[src/rtl/pipeline_hazard_ctrl_if.sv]
// -----------------------------------------------------------------------------
// pipeline_hazard_ctrl_if
//
// Purpose:
//   Bundles the hazard-detection inputs, the debug-control requests and the
//   pipeline-register control outputs of pipeline_hazard_ctrl into one
//   interface. Only clk and rst_n stay outside as plain module ports.
//
// Signals:
//   id_valid, id_rs, id_rt, id_uses_rt : instruction currently held in IF/ID
//   ex_mem_read, ex_rt                 : load in EX and its destination reg
//   mem_pc_src                         : branch resolved taken in MEM
//   halt_req (level), step_req (pulse) : debug requests
//   pc_we, if_id_we, if_id_flush,
//   id_ex_bubble, ex_mem_flush, pipe_en: pipeline register controls
//   halted                             : controller sits in HALTED
//   stall_count, flush_count           : saturating event counters
//
// Modports:
//   master : the side that drives the pipeline status (core / bench)
//   slave  : the controller itself
// -----------------------------------------------------------------------------
interface pipeline_hazard_ctrl_if #(
    parameter int CNT_W = 16
);
    // Pipeline status and debug requests
    logic             id_valid;
    logic [4:0]       id_rs;
    logic [4:0]       id_rt;
    logic             id_uses_rt;
    logic             ex_mem_read;
    logic [4:0]       ex_rt;
    logic             mem_pc_src;
    logic             halt_req;
    logic             step_req;

    // Controller outputs
    logic             pc_we;
    logic             if_id_we;
    logic             if_id_flush;
    logic             id_ex_bubble;
    logic             ex_mem_flush;
    logic             pipe_en;
    logic             halted;
    logic [CNT_W-1:0] stall_count;
    logic [CNT_W-1:0] flush_count;

    modport master (
        output id_valid, id_rs, id_rt, id_uses_rt,
        output ex_mem_read, ex_rt, mem_pc_src,
        output halt_req, step_req,
        input  pc_we, if_id_we, if_id_flush, id_ex_bubble,
        input  ex_mem_flush, pipe_en, halted,
        input  stall_count, flush_count
    );

    modport slave (
        input  id_valid, id_rs, id_rt, id_uses_rt,
        input  ex_mem_read, ex_rt, mem_pc_src,
        input  halt_req, step_req,
        output pc_we, if_id_we, if_id_flush, id_ex_bubble,
        output ex_mem_flush, pipe_en, halted,
        output stall_count, flush_count
    );
endinterface

[src/rtl/pipeline_hazard_ctrl.sv]
// -----------------------------------------------------------------------------
// pipeline_hazard_ctrl
//
// Purpose:
//   Central sequencing controller for a 5-stage pipeline
//   (fetch, decode, execute, memory, writeback).
//     - Load-use hazard: one-cycle stall (PC and IF/ID hold, bubble into ID/EX).
//     - Taken branch resolved in MEM: flush IF/ID, ID/EX and the WB/M fields
//       entering EX/MEM; highest priority, masks a coincident load-use.
//     - Debug FSM RUN / DRAIN / HALTED / STEP: on halt_req the front end is
//       drained with DRAIN_CYCLES nop slots, then the whole pipe freezes.
//       step_req while halted lets exactly one cycle run.
//     - Saturating counters of stall cycles and branch-flush events.
//
// Parameters:
//   CNT_W        : width of stall_count / flush_count
//   DRAIN_CYCLES : nop slots pushed into IF/ID before HALTED (>= 1)
//
// Ports:
//   clk   : rising-edge clock
//   rst_n : synchronous active-low reset; all outputs read 0 while it is low
//   hz    : pipeline_hazard_ctrl_if.slave (status in, control out)
// -----------------------------------------------------------------------------
module pipeline_hazard_ctrl #(
    parameter int CNT_W        = 16,
    parameter int DRAIN_CYCLES = 4
) (
    input  logic                   clk,
    input  logic                   rst_n,
    pipeline_hazard_ctrl_if.slave  hz
);

    localparam int            DW         = $clog2(DRAIN_CYCLES + 1);
    localparam logic [DW-1:0] DRAIN_LOAD = DW'(DRAIN_CYCLES);

    typedef enum logic [1:0] {
        ST_RUN,
        ST_DRAIN,
        ST_HALTED,
        ST_STEP
    } state_t;

    // Increment that sticks at all-ones instead of wrapping.
    function automatic logic [CNT_W-1:0] sat_inc(input logic [CNT_W-1:0] v);
        return (&v) ? v : v + CNT_W'(1);
    endfunction

    state_t           state_q, state_d;
    logic [DW-1:0]    drain_cnt_q, drain_cnt_d;
    logic [CNT_W-1:0] stall_cnt_q, stall_cnt_d;
    logic [CNT_W-1:0] flush_cnt_q, flush_cnt_d;

    logic lu;
    logic br;

    // Unmasked control outputs; reset gating is applied at the port.
    logic pc_we_raw;
    logic if_id_we_raw;
    logic if_id_flush_raw;
    logic id_ex_bubble_raw;
    logic ex_mem_flush_raw;
    logic pipe_en_raw;
    logic halted_raw;

    // Hazard detection: a load in EX whose destination (never $0) is a
    // source of the valid instruction in ID.
    always_comb begin
        lu = hz.id_valid & hz.ex_mem_read & (hz.ex_rt != 5'd0) &
             ((hz.ex_rt == hz.id_rs) | (hz.id_uses_rt & (hz.ex_rt == hz.id_rt)));
        br = hz.mem_pc_src;
    end

    // Next-state and output decode.
    always_comb begin
        state_d          = state_q;
        drain_cnt_d      = drain_cnt_q;
        stall_cnt_d      = stall_cnt_q;
        flush_cnt_d      = flush_cnt_q;
        pc_we_raw        = 1'b0;
        if_id_we_raw     = 1'b0;
        if_id_flush_raw  = 1'b0;
        id_ex_bubble_raw = 1'b0;
        ex_mem_flush_raw = 1'b0;
        pipe_en_raw      = 1'b0;
        halted_raw       = 1'b0;

        unique case (state_q)
            // A STEP cycle behaves exactly like a RUN cycle; only the
            // successor state differs.
            ST_RUN, ST_STEP: begin
                pc_we_raw    = 1'b1;
                if_id_we_raw = 1'b1;
                pipe_en_raw  = 1'b1;
                if (br) begin
                    if_id_flush_raw  = 1'b1;
                    id_ex_bubble_raw = 1'b1;
                    ex_mem_flush_raw = 1'b1;
                    flush_cnt_d      = sat_inc(flush_cnt_q);
                end else if (lu) begin
                    pc_we_raw        = 1'b0;
                    if_id_we_raw     = 1'b0;
                    id_ex_bubble_raw = 1'b1;
                    stall_cnt_d      = sat_inc(stall_cnt_q);
                end

                if (state_q == ST_STEP) begin
                    state_d = hz.halt_req ? ST_HALTED : ST_RUN;
                end else if (hz.halt_req) begin
                    state_d     = ST_DRAIN;
                    drain_cnt_d = DRAIN_LOAD;
                end
            end

            // PC holds while IF/ID is loaded with nops, so whatever was
            // fetched this cycle is simply fetched again after the halt.
            ST_DRAIN: begin
                pc_we_raw       = 1'b0;
                if_id_we_raw    = 1'b1;
                if_id_flush_raw = 1'b1;
                pipe_en_raw     = 1'b1;
                if (br) begin
                    // Let the branch target into the PC and restart the drain
                    // so the wrong-path slots are not counted as drained.
                    pc_we_raw        = 1'b1;
                    id_ex_bubble_raw = 1'b1;
                    ex_mem_flush_raw = 1'b1;
                    flush_cnt_d      = sat_inc(flush_cnt_q);
                    drain_cnt_d      = DRAIN_LOAD;
                end else if (lu) begin
                    // The dependent instruction must stay in IF/ID, so the
                    // stall wins over the nop load and the drain pauses.
                    if_id_flush_raw  = 1'b0;
                    if_id_we_raw     = 1'b0;
                    id_ex_bubble_raw = 1'b1;
                    stall_cnt_d      = sat_inc(stall_cnt_q);
                end else begin
                    drain_cnt_d = drain_cnt_q - DW'(1);
                end

                if (!hz.halt_req) begin
                    state_d     = ST_RUN;
                    drain_cnt_d = '0;
                end else if (!br && !lu && (drain_cnt_q <= DW'(1))) begin
                    state_d = ST_HALTED;
                end
            end

            ST_HALTED: begin
                halted_raw = 1'b1;
                if (hz.step_req) begin
                    state_d = ST_STEP;
                end else if (!hz.halt_req) begin
                    state_d = ST_RUN;
                end
            end

            default: begin
                state_d = ST_RUN;
            end
        endcase
    end

    always_ff @(posedge clk) begin
        if (!rst_n) begin
            state_q     <= ST_RUN;
            drain_cnt_q <= '0;
            stall_cnt_q <= '0;
            flush_cnt_q <= '0;
        end else begin
            state_q     <= state_d;
            drain_cnt_q <= drain_cnt_d;
            stall_cnt_q <= stall_cnt_d;
            flush_cnt_q <= flush_cnt_d;
        end
    end

    // Every output reads 0 for as long as reset is held.
    assign hz.pc_we        = rst_n & pc_we_raw;
    assign hz.if_id_we     = rst_n & if_id_we_raw;
    assign hz.if_id_flush  = rst_n & if_id_flush_raw;
    assign hz.id_ex_bubble = rst_n & id_ex_bubble_raw;
    assign hz.ex_mem_flush = rst_n & ex_mem_flush_raw;
    assign hz.pipe_en      = rst_n & pipe_en_raw;
    assign hz.halted       = rst_n & halted_raw;
    assign hz.stall_count  = rst_n ? stall_cnt_q : '0;
    assign hz.flush_count  = rst_n ? flush_cnt_q : '0;

endmodule

[src/flat_wrapper.sv]
// flat-port wrapper written by rule: the top's interface ports become plain ports
module pipeline_hazard_ctrl_flat 
#(
    parameter int CNT_W        = 16,
    parameter int DRAIN_CYCLES = 4
)
  (clk, rst_n, hz_id_valid, hz_id_rs, hz_id_rt, hz_id_uses_rt, hz_ex_mem_read, hz_ex_rt, hz_mem_pc_src, hz_halt_req, hz_step_req, hz_pc_we, hz_if_id_we, hz_if_id_flush, hz_id_ex_bubble, hz_ex_mem_flush, hz_pipe_en, hz_halted, hz_stall_count, hz_flush_count);
  pipeline_hazard_ctrl_if #(.CNT_W(CNT_W)) hz_i ();
  input  logic clk;
  input  logic rst_n;
  input wire logic [$bits(hz_i.id_valid)-1:0] hz_id_valid;
  input wire logic [$bits(hz_i.id_rs)-1:0] hz_id_rs;
  input wire logic [$bits(hz_i.id_rt)-1:0] hz_id_rt;
  input wire logic [$bits(hz_i.id_uses_rt)-1:0] hz_id_uses_rt;
  input wire logic [$bits(hz_i.ex_mem_read)-1:0] hz_ex_mem_read;
  input wire logic [$bits(hz_i.ex_rt)-1:0] hz_ex_rt;
  input wire logic [$bits(hz_i.mem_pc_src)-1:0] hz_mem_pc_src;
  input wire logic [$bits(hz_i.halt_req)-1:0] hz_halt_req;
  input wire logic [$bits(hz_i.step_req)-1:0] hz_step_req;
  output wire logic [$bits(hz_i.pc_we)-1:0] hz_pc_we;
  output wire logic [$bits(hz_i.if_id_we)-1:0] hz_if_id_we;
  output wire logic [$bits(hz_i.if_id_flush)-1:0] hz_if_id_flush;
  output wire logic [$bits(hz_i.id_ex_bubble)-1:0] hz_id_ex_bubble;
  output wire logic [$bits(hz_i.ex_mem_flush)-1:0] hz_ex_mem_flush;
  output wire logic [$bits(hz_i.pipe_en)-1:0] hz_pipe_en;
  output wire logic [$bits(hz_i.halted)-1:0] hz_halted;
  output wire logic [$bits(hz_i.stall_count)-1:0] hz_stall_count;
  output wire logic [$bits(hz_i.flush_count)-1:0] hz_flush_count;
  assign hz_i.id_valid = hz_id_valid;
  assign hz_i.id_rs = hz_id_rs;
  assign hz_i.id_rt = hz_id_rt;
  assign hz_i.id_uses_rt = hz_id_uses_rt;
  assign hz_i.ex_mem_read = hz_ex_mem_read;
  assign hz_i.ex_rt = hz_ex_rt;
  assign hz_i.mem_pc_src = hz_mem_pc_src;
  assign hz_i.halt_req = hz_halt_req;
  assign hz_i.step_req = hz_step_req;
  assign hz_pc_we = hz_i.pc_we;
  assign hz_if_id_we = hz_i.if_id_we;
  assign hz_if_id_flush = hz_i.if_id_flush;
  assign hz_id_ex_bubble = hz_i.id_ex_bubble;
  assign hz_ex_mem_flush = hz_i.ex_mem_flush;
  assign hz_pipe_en = hz_i.pipe_en;
  assign hz_halted = hz_i.halted;
  assign hz_stall_count = hz_i.stall_count;
  assign hz_flush_count = hz_i.flush_count;
  pipeline_hazard_ctrl #(.CNT_W(CNT_W), .DRAIN_CYCLES(DRAIN_CYCLES)) u_core (.clk(clk), .rst_n(rst_n), .hz(hz_i));
endmodule
[config.mk]
export PLATFORM = sky130hd
export DESIGN_NAME = pipeline_hazard_ctrl_flat
export DESIGN_NICKNAME = d
export VERILOG_FILES = /design/src/rtl/pipeline_hazard_ctrl_if.sv /design/src/rtl/pipeline_hazard_ctrl.sv /design/src/flat_wrapper.sv
export SDC_FILE = /design/constraint.sdc
export NUM_CORES = 1
export LEC_CHECK = 0
export CORE_UTILIZATION = 35
export CTS_CLUSTER_DIAMETER = 60
export CTS_CLUSTER_SIZE = 24
export DETAILED_ROUTE_END_ITERATION = 8
export GPL_TIMING_DRIVEN = 0
export PLACE_DENSITY_LB_ADDON = 0.12
export SYNTH_ARGS = -nofsm -noshare
export SYNTH_HDL_FRONTEND = slang
export SYNTH_SLANG_ARGS = --single-unit
[constraint.sdc]
create_clock -name clk -period 1.8 [get_ports clk]
set_clock_uncertainty 0.1 [all_clocks]
set_input_delay 0.36 -clock clk [delete_from_list [all_inputs] [get_ports clk]]
set_output_delay 0.36 -clock clk [all_outputs]
set_load 0.03 [all_outputs]
==> impl_metrics.ini <==
[global_route]
via_count_of_the_first_global_routing_pass = 2318
grt_use_total_pct = 19.1
grt_max_degree = 11
initial_antenna_violation_count = 0
residual_overflow_from_global_routing = 0
global_route_wire_length_before_repair_um = 10900

[power_and_ir_drop]
highest_ir_drop_seen_on_vdd_v = 0.000328
p_per_area_nw_per_um2 = 688
power_leakage_nw = 1.56

[outcome]
run_status = finished with violations
violations = design-rule violations, negative setup slack

[cts]
worstSkewPairLatency_ns = 0.29
cts.root.buffer_cell = sky130_fd_sc_hd__clkbuf_8
cts_tree = built
path_clk_slew_ns = 0.07
htree_num_levels = 2
numClockSinks = 37
cts-buffers-inserted = 5
cts-hold-fix-buffers = 0
max-clock-path-buffers = 2

[timing]
timing.hold.ws_ns = 0.392
finalWorstPathRequiredPeriod_ns = 2.04
grt_setup_unrepaired = yes
worstMarginPinSlew_ns = 0.518
setup_viol = 20
timing.final.max_slew_violations = 0
max_clock_freq_mhz = 490
timing_hold_violations_final = 0
layout_setup_ws_ns = -0.242
final_min_period_over_clock_period_pct = 113
maxSlewHeadroom_pct = 65.5

[finish]
final_net_count = 429
layoutNonFillerInstCount = 476
final_area_um2 = 3670
multi_input_area_um2 = 1900
drive_gt1_share_pct = 37.3
seqCellArea_um2 = 778
filler_cell_count = 635
n_antenna_cell = 0
syn_to_final_growth_pct = 53.6

[die]
floorplan.initialDensity_pct = 37.0
ios = 62
die-area_um2 = 7170
coreArea_um2 = 6460
die-height_um = 84.7
fp.dieW_um = 84.7
fp-row-count = 29

[routing]
drt-vias-per-instance = 5.20
ant_nets = 0
drc = 7
routed_wire_length_per_instance_um = 14.3
drt_iter0_markers = 65
routed_wl_um = 6820
num_vias = 2475
drt_pass1_iterations = 6

[setup_path]
worst_setup_path_end_kind = output pin
crit_path_cell_trace = buf_8, or3_4, o311a_4, nand2_4, nor2_4, o21ai_4, buf_6
critical_path_peak_fanout = 4
critical-path-max-stage-delay_ns = 0.37
startpoint_type_of_the_worst_setup_path = input port
worstSetupPathType = input port to output pin
r2r_slack_ns = -0.08
critical_path.slowest_cell = sky130_fd_sc_hd__or3_4
critPathRequiredTime_ns = 1.34
critPathArrivalTime_ns = 1.58

[place]
gp_congestion = 0.769
place_inst = 443
post_placement_setup_slack_ns = -1.37
io_buffers = 61
dpl.hpwl_um = 4550
place_area_um2 = 3160

[run]
max_cap_viol_count = 0

[yosys]
post_synth_inst_count = 305
seq_area_frac_synth_pct = 31.0
synth.distinct_cells = 37
synthesis.yosys.warnings = 0
synth-edff-count = 0
postSynthRegisterBits = 37
asyncSetResetFlopFracSynth_pct = 0
syn_nets = 335
post_synth_instance_area_um2 = 2390
syn_area_per_cell_um2 = 7.84
synth_top_flop_cell = sky130_fd_sc_hd__dfxtp_1

[worst_hold_path]
hold_class = register to register
-- kinds of logic (layout without fill, tap and decap cells) --
logic type | count (synthesis) | count (layout) | synth area share, %
and+or+nand+nor | 167 | 167 | 37.2
DFF | 37 | 37 | 31.0
AOI/OAI and AO/OA | 35 | 35 | 9.31
xor gates and xnor gates | 27 | 27 | 9.89
buffers and inverters | 20 | 114 | 3.45
muxes | 12 | 12 | 5.49
adders and majority gates | 7 | 7 | 3.66
-- metrics by stage --
stage	util, %	setup TNS (ns)	power [W]
2_1_floorplan	-	-1.74	0.00150
3_3_place_gp	48.9	-64.37	0.00174
3_5_place_dp	48.9	-64.91	0.00175
4_1_cts	54.4	-2.71	0.00246
5_1_grt	56.9	-4.43	0.00268
6_report	56.9	-2.45	0.00253
-- power by group --
part	leakage, nW	switching [W]	total, W	internal, W
combinational	1.21	0.000544	0.00103	0.000484
sequential	0.309	0.0000421	0.000904	0.000862
clock	0.0443	0.000290	0.000594	0.000304
-- critical path: cells and delay by family --
| kind | cells | cell delay, ns |
|---|---|---|
| buffers and inverters | 2 | 0.24 |
| AOI/OAI and AO/OA | 2 | 0.45 |
| and+or+nand+nor | 3 | 0.52 |
-- routing by layer --
| layer | up-vias | part of all wire (%) | GRT usage [%] |
|---|---|---|---|
| met2 | 59 | 49 | 32.1 |
| met5 | - | 0 | 0 |
| met3 | 11 | 4.2 | 3.54 |
| met1 | 1158 | 45 | 24.6 |
| li1 | 1247 | - | - |
| met4 | 0 | 1.7 | 6.32 |
-- final timing paths --
path                                                          from                                   to  cells past startpoint
worst max-delay path                                   hz_ex_rt[3]                             hz_pc_we                      7
worst min-delay path            u_core.drain_cnt_q[2]$_SDFFE_PN0P_   u_core.drain_cnt_q[2]$_SDFFE_PN0P_                      2
worst max register to register      u_core.state_q[0]$_SDFFE_PN0P_  u_core.stall_cnt_q[14]$_SDFFE_PN0P_                      8
worst min register to register  u_core.drain_cnt_q[2]$_SDFFE_PN0P_   u_core.drain_cnt_q[2]$_SDFFE_PN0P_                      2
-- layout by cell type (no fill, tap or decap), types with 12 or more instances in the layout --
cell	instances
sky130_fd_sc_hd__nor2_1	26
sky130_fd_sc_hd__dfxtp_2	12
sky130_fd_sc_hd__nand3_1	16
sky130_fd_sc_hd__buf_4	22
sky130_fd_sc_hd__dfxtp_1	19
sky130_fd_sc_hd__nand2_1	25
sky130_fd_sc_hd__nand4_1	13
sky130_fd_sc_hd__dlygate4sd2_1	16
sky130_fd_sc_hd__and2_1	36
sky130_fd_sc_hd__xnor2_1	14
sky130_fd_sc_hd__buf_6	14
sky130_fd_sc_hd__buf_2	23
-- synthesized netlist by cell type, drive strengths merged (3+ instances only) --
| cell type | n | area share (%) |
|---|---|---|
| nand4 | 13 | 3.4 |
| a21oi | 11 | 2.3 |
| or3 | 6 | 1.6 |
| o21ai | 18 | 3.8 |
| dfxtp | 37 | 31 |
| nor4 | 5 | 1.3 |
| inv | 11 | 1.7 |
| and3 | 9 | 2.4 |
| and2 | 36 | 9.4 |
| clkbuf | 7 | 1.1 |
| xor2 | 11 | 4.0 |
| nand2 | 29 | 4.6 |
| mux2 | 9 | 4.2 |
| xnor2 | 16 | 5.9 |
| mux2i | 3 | 1.3 |
| ha | 7 | 3.7 |
| nor3 | 4 | 0.84 |
| nor2 | 35 | 5.5 |
| and4 | 4 | 1.6 |
| nand3 | 17 | 4.1 |
-- layout make-up --
cell class	count	share of cell area, %
clock buffers	7	2.35
well taps	77	2.62
plain buffers	8	1.60
flip-flops and latches	37	21.2
multi-input cells	248	51.8
repair buffers	88	19.4
inverters	11	1.12
-- registers in the layout, indices dropped and copies added, names as in the netlist --
signal,count
u_core.state_q,2
u_core.flush_cnt_q,16
u_core.stall_cnt_q,16
u_core.drain_cnt_q,3
-- timing repair --
| item | in CTS | in global routing |
|---|---|---|
| buffers inserted | 16 | 13 |
| gates cloned | 1 | 0 |
| pin swaps | 33 | 28 |
| gates resized for setup | 230 | 80 |
| endpoints found under the setup margin | 76 | 51 |
Power figures use the tool's default switching activity.
